===== config.mk =====
export PLATFORM = sky130hd
export DESIGN_NAME = queue_2x124
export DESIGN_NICKNAME = d
export VERILOG_FILES = /design/src/rtl/queue_2x124.sv
export SDC_FILE = /design/constraint.sdc
export NUM_CORES = 1
export LEC_CHECK = 0
export BUFFER_PORTS_ARGS = -buffer_cell sky130_fd_sc_hd__buf_2
export CAP_MARGIN = 10
export CORE_ASPECT_RATIO = 0.9
export CORE_MARGIN = 2
export CORE_UTILIZATION = 40
export DETAILED_ROUTE_END_ITERATION = 10
export PLACE_DENSITY = 0.66
export SETUP_SLACK_MARGIN = 0.4
export SKIP_CTS_REPAIR_TIMING = 1
export SLEW_MARGIN = 20
export SYNTH_ARGS = -nofsm -noshare
export SYNTH_HDL_FRONTEND = slang
export SYNTH_SLANG_ARGS = --single-unit

===== constraint.sdc =====
create_clock -name clock -period 15.1 [get_ports clock]
set_clock_uncertainty 0.2 [all_clocks]
set_input_delay 0.755 -clock clock [delete_from_list [all_inputs] [get_ports clock]]
set_output_delay 0.755 -clock clock [all_outputs]
set_load 0.01 [all_outputs]

===== src/rtl/queue_2x124.sv =====
// Two-entry, 124-bit ready/valid FIFO with optional flow-through and pipelining.
// Storage lives in ram_2x124; this block owns the pointers and full/empty tracking.

module ram_2x124 (
    input  logic         R0_addr,
    input  logic         R0_en,
    input  logic         R0_clk,
    output logic [123:0] R0_data,
    input  logic         W0_addr,
    input  logic         W0_en,
    input  logic         W0_clk,
    input  logic [123:0] W0_data
);
    logic [123:0] r_mem [0:1];
    logic         w_unused;

    // The read side is asynchronous, so its clock is not used.
    assign w_unused = R0_clk;

    // Write port: one entry per enabled rising edge; contents are never reset.
    always_ff @(posedge W0_clk) begin
        if (W0_en) r_mem[W0_addr] <= W0_data;
    end

    // Combinational read of the addressed entry.
    assign R0_data = R0_en ? r_mem[R0_addr] : '0;
endmodule

module queue_2x124 #(
    parameter int FLOW = 0,
    parameter int PIPE = 0
) (
    input  logic         clock,
    input  logic         reset,
    input  logic         io_enq_valid,
    output logic         io_enq_ready,
    input  logic [123:0] io_enq_bits,
    output logic         io_deq_valid,
    input  logic         io_deq_ready,
    output logic [123:0] io_deq_bits,
    input  logic         io_flush,
    output logic [1:0]   io_count
);
    localparam logic LP_FLOW = (FLOW != 0);
    localparam logic LP_PIPE = (PIPE != 0);

    logic         r_enq_ptr;
    logic         r_deq_ptr;
    logic         r_maybe_full;

    logic         w_ptr_match;
    logic         w_empty;
    logic         w_full;
    logic         w_bypass;
    logic         w_do_enq;
    logic         w_do_deq;
    logic         w_wr_en;
    logic [123:0] w_ram_rdata;

    assign w_ptr_match = (r_enq_ptr == r_deq_ptr);
    assign w_empty     = w_ptr_match & ~r_maybe_full;
    assign w_full      = w_ptr_match & r_maybe_full;

    // Flow-through: an empty queue hands enqueue data straight to a ready consumer.
    assign w_bypass = LP_FLOW & w_empty & io_deq_ready;

    assign io_enq_ready = ~w_full | (LP_PIPE & io_deq_ready);
    assign io_deq_valid = ~w_empty | (LP_FLOW & io_enq_valid);

    assign w_do_enq = io_enq_valid & io_enq_ready & ~w_bypass;
    assign w_do_deq = io_deq_valid & io_deq_ready & ~w_bypass;

    // A flushed cycle drops the enqueue entirely, including the RAM write.
    assign w_wr_en = w_do_enq & ~io_flush;

    assign io_deq_bits = (LP_FLOW & w_empty) ? io_enq_bits : w_ram_rdata;
    assign io_count    = {w_full, r_enq_ptr ^ r_deq_ptr};

    ram_2x124 u_ram (
        .R0_addr (r_deq_ptr),
        .R0_en   (1'b1),
        .R0_clk  (clock),
        .R0_data (w_ram_rdata),
        .W0_addr (r_enq_ptr),
        .W0_en   (w_wr_en),
        .W0_clk  (clock),
        .W0_data (io_enq_bits)
    );

    // Pointer and full-flag state; flush outranks any enqueue/dequeue.
    always_ff @(posedge clock or posedge reset) begin
        if (reset) begin
            r_enq_ptr    <= 1'b0;
            r_deq_ptr    <= 1'b0;
            r_maybe_full <= 1'b0;
        end else if (io_flush) begin
            r_enq_ptr    <= 1'b0;
            r_deq_ptr    <= 1'b0;
            r_maybe_full <= 1'b0;
        end else begin
            if (w_do_enq) r_enq_ptr <= ~r_enq_ptr;
            if (w_do_deq) r_deq_ptr <= ~r_deq_ptr;
            if (w_do_enq != w_do_deq) r_maybe_full <= w_do_enq;
        end
    end
endmodule


Word level (Yosys, flattened, before mapping)
Memories as Yosys holds them, arrays and structs flattened.
Index checks and enable logic that the tools add are counted.
W data, S select, Z words.
{ "word_totals": {"register_bits": 3, "mem_bits_rw": 248, "input_bits": 129, "output_inout_bits": 128, "elab_cells": 29, "memories": 1} }
{ "memory_table": {"columns": ["memory", "depth", "word_bits", "read_ports", "rd_clocked_by_memory_dff", "wr", "line_no", "source"], "rows": [
  ["u_ram.r_mem", 2, 124, 1, 0, 1, "14", "logic [123:0] r_mem [0:1];"]
]} }
{ "op_classes": {"n_eq_ne": 2, "mux": 8, "bitwise": 12, "reduce_logical": 3} }
{ "op_table": {"columns": ["op", "n"], "rows": [
  ["$mux W1", 8],
  ["$not A1 Y1", 6],
  ["$reduce_bool A2 Y1", 3],
  ["$and A1 B1 Y1", 5],
  ["$eq A1 B1 Y1", 1],
  ["$ne A1 B1 Y1", 1],
  ["$xor A1 B1 Y1", 1]
]} }

Logic depth before layout (Yosys ltp)
{ "depth": {"word_depth": 7, "depth_mapped": 4, "ltp_nobuf": 3} }

By module
A second synthesis with hierarchy kept.
{ "unflattened": {"hier_cells": 550, "area_unflattened_um2": 9928.3} }
{ "by_module_without_submodules": {"columns": ["mod", "n_inst", "cells_each", "area_each_um2", "seq_area_each_um2"], "rows": [
  ["ram_2x124", 1, 525, 9714.3, 7447.1],
  ["queue_2x124", 1, 25, 214.0, 75.1]
]} }

Worst setup path before layout
OpenSTA, ideal clock, no wires.
{ "synth_timing": {"kind": "input-to-reg", "startpoint": "in io_flush", "endpoint": "mem u_ram.r_mem[0][0], enable pin", "setup_time_ns": 0.954, "arrival_time_ns": 13.223, "required_ns": 13.946, "path_slack_ns": 0.723, "cell_stages": 1, "n_path_buf": 0, "path_cell_list": "nor4b_1"} }
{ "synth_between": {"elab_chain_cells": 4} }
{ "synth_lines": {"columns": ["item", "line_no", "source"], "rows": [
  ["start, declared", "41", "input logic io_flush,"],
  ["$not A1 Y1", "74", "assign w_wr_en = w_do_enq & ~io_flush;"],
  ["$and A1 B1 Y1", "74", null],
  ["$mux W1", "22", "if (W0_en) r_mem[W0_addr] <= W0_data;"],
  ["$mux W1 (implied by the code)", "22", null],
  ["end, declared", "14", null]
]} }
Every way passes these cells.

Worst setup path in the final report
{ "layout_timing": {"startpoint": "reg r_deq_ptr", "endpoint": "mem u_ram.r_mem[0][116], enable pin"} }
{ "layout_between": {"elab_chain_cells": 7} }
{ "layout_lines": {"columns": ["item", "line_no", "source"], "rows": [
  ["start, declared", "48", "logic r_deq_ptr;"],
  ["start signal, assigned", "102", "if (w_do_deq) r_deq_ptr <= ~r_deq_ptr;"],
  ["$eq A1 B1 Y1", "60", "assign w_ptr_match = (r_enq_ptr == r_deq_ptr);"],
  ["$and A1 B1 Y1", "62", "assign w_full = w_ptr_match & r_maybe_full;"],
  ["$not A1 Y1", "67", "assign io_enq_ready = ~w_full | (LP_PIPE & io_deq_ready);"],
  ["$and A1 B1 Y1", "70", "assign w_do_enq = io_enq_valid & io_enq_ready & ~w_bypass;"],
  ["$and A1 B1 Y1", "74", null],
  ["$mux W1", "22", null],
  ["$mux W1 (implied by the code)", "22", null]
]} }
Every way passes these cells.

==> results.txt <==
Final period utilization -> 0.293
Stages on worst setup path -> 5
Hold Path Class -> in2reg
Final ANT Viol Nets -> 0
Layout cells sized above 1 -> 0.608
Iter 0 DRT Violations -> 263
Max Freq -> 226 MHz
Initial antenna violation count -> 2
Crit path max fanout -> 69
H-Tree Depth -> 1
Number of global-route vias before repair -> 4950
Top cell type's share of synthesized area -> 0.807
Worst-path clk slew -> 0.06 ns
DR vias -> 4710
Global-route wire length before repair -> 25700 um
Worst-skew pair later-pin latency -> 0.50 ns
Area grow syn2layout -> 25.2%
CTS Buf Count -> 26
Power per Cell Area -> 131 nW/um^2
Detailed Routing Iterations Pass 1 -> 4
Port bufs -> 256
Row cnt -> 52
Critical path class -> reg2reg
RSZ-0062 raised after global routing -> no
Rel. slew slack -> 0.342
Final worst slack -> 10.68 ns
Clock sink count -> 251
Core area -> 22600 um^2
Finished layout cell area -> 11600 um^2
Slew Viols, Final -> 0
Worst vdd ir -> 0.0000748 V
Dpl hpwl -> 11400 um
Status -> completed
Worst slew pin tran -> 0.987 ns
Vias per inst -> 4.71
Reg power frac -> 0.534
Crit path cell chain -> buf_4, nor2b_1, nor4b_2, buf_4, buf_4
Pre-CTS WS -> 10.65 ns
Crit path capture type -> flip-flop
FF-to-FF setup slack -> 10.68 ns
Layout Nets -> 815
Worst path bufs/invs -> 3
Gate power share -> 0.085
Sequential area share after synthesis -> 0.815
Syn_nets -> 541
Worst Path Arrival -> 4.35 ns
LEAKAGE -> 0.00425 uW
Largest net degree at the start of global routing -> 70
Endpoints failing setup -> 0
Internal power -> 1200 uW
Delay-heaviest family, CP -> buffers and inverters
Final Core Density -> 0.512
Average size of a mapped cell -> 22.4 um^2
CP Launch Type -> flip-flop
Worst EP required -> 15.03 ns
DRC -> 0
FF-to-FF path depth -> 5
Placer's final routability congestion estimate -> 0.757
YS warnings -> 0
Switch share -> 0.208
Most Frequent Cell on Critical Path -> buf_4
Initial Util -> 0.409
Io pins -> 257
Die area -> 24300 um^2
Largest area contributor in the netlist -> edfxtp_1
Setup TNS -> 0 ns
Slowest-stage cell, CP -> dfrtp_4
Die height -> 148 um
Max capacitance violation total -> 0
Hold depth -> 1
Synth Cell Area -> 9230 um^2
Final Hold Viols -> 0
Worst hold slack -> 0.234 ns
Chip width -> 164 um
Largest stage delay on the critical path -> 0.93 ns
Cell Area, Placed -> 10800 um^2
Switching pwr -> 315 uW
Root buffer cell -> clkbuf_16
GRT overflow -> 0
Clk network pwr share -> 0.381
WL final -> 17400 um
Post-synth cell types -> 21
Syn Inst Count -> 412
Synth area leaders -> edfxtp_1 (81%), mux2_2 (15%), buf_6 (1.5%), dfrtp_1 (0.81%), nand3b_1 (0.24%)
Final min period -> 4.42 ns
All-Layer GR Usage -> 0.135
Synth Register Bits -> 251
CTS tree -> done
Clk buf depth -> 3
DR WL/cell -> 17.4 um
## final timing paths
check | to | from
worst max-delay path | u_ram.r_mem[0][116] | r_deq_ptr
worst min-delay path | u_ram.r_mem[0][3] | io_enq_bits[3]
worst max register to register | u_ram.r_mem[0][116] | r_deq_ptr
worst min register to register | r_enq_ptr | r_enq_ptr
max in group asynchronous | r_deq_ptr | reset
min in group asynchronous | r_maybe_full | reset
## layer usage
layer  global-route usage  routed length [um]  vias to the layer above  part of all wire
li1                     -                   -                     2192                 -
met1                0.170                7240                     2292              0.42
met2                0.224                8200                      194              0.47
met3               0.0390                1420                       32             0.081
met4               0.0496                 508                        0             0.029
met5                    0                   0                        -                 0
## layout make-up
type | instances | area (um^2)
timing repair buffer | 261 | 1320
inverter | 4 | 15.0
fill | 1843 | 11000
tap | 297 | 372
clock inverter | 13 | 95.1
antenna | 2 | 5.00
sequential | 251 | 7530
clock buffer | 30 | 687
multi-input combinational | 142 | 1540
## cells by family (layout without fill, tap and decap cells)
kind of cell | Yosys count | in the layout | synth area share
mux | 124 | 124 | 0.151
flops | 251 | 251 | 0.815
compound gates | 5 | 5 | 0.00393
simple gates | 12 | 12 | 0.00921
other cells | 0 | 2 | 0
xor+xnor | 1 | 1 | 0.000949
buf+inv | 19 | 308 | 0.0201
## state kept, by name, summed over array words and instances, names as in the netlist
| register | count |
|---|---|
| r_maybe_full | 1 |
| u_ram.r_mem | 248 |
| r_deq_ptr | 1 |
| r_enq_ptr | 1 |
## synthesized netlist by cell type
cell type,count
a21oi_1,1
a311oi_2,1
a31oi_1,1
and4b_1,1
buf_12,1
buf_4,2
buf_6,12
dfrtp_1,3
edfxtp_1,248
inv_1,4
mux2_2,124
nand2_1,1
nand2_4,1
nand2b_1,1
nand3b_1,3
nor2_1,1
nor2b_1,2
nor4b_1,1
o21ai_0,2
or2_2,1
xnor2_1,1
## power groups by stage
stage               Combinational (uW)  Sequential (uW)  Clock [uW]
finish                             128              808         577
global route                       139              810         620
CTS                                131              808         594
detailed placement                 130              823           0
global placement                   127              821           0
floorplan                         78.8              824           0
## metrics by stage
stage	total power [uW]	std cells
3_5_place_dp	953	954
3_3_place_gp	948	954
4_1_cts	1530	997
2_1_floorplan	903	412
5_1_grt	1570	1000
6_report	1510	1000
## cell usage in the layout, fill, tap and decap left out, drive strengths merged, types with 3 or more instances in the layout
master	count
buf	260
edfxtp	248
mux2	124
clkbuf	30
clkinv	10
inv	5
nand3b	3
dfrtp	3
No activity file was read; power rests on OpenSTA's default activity.
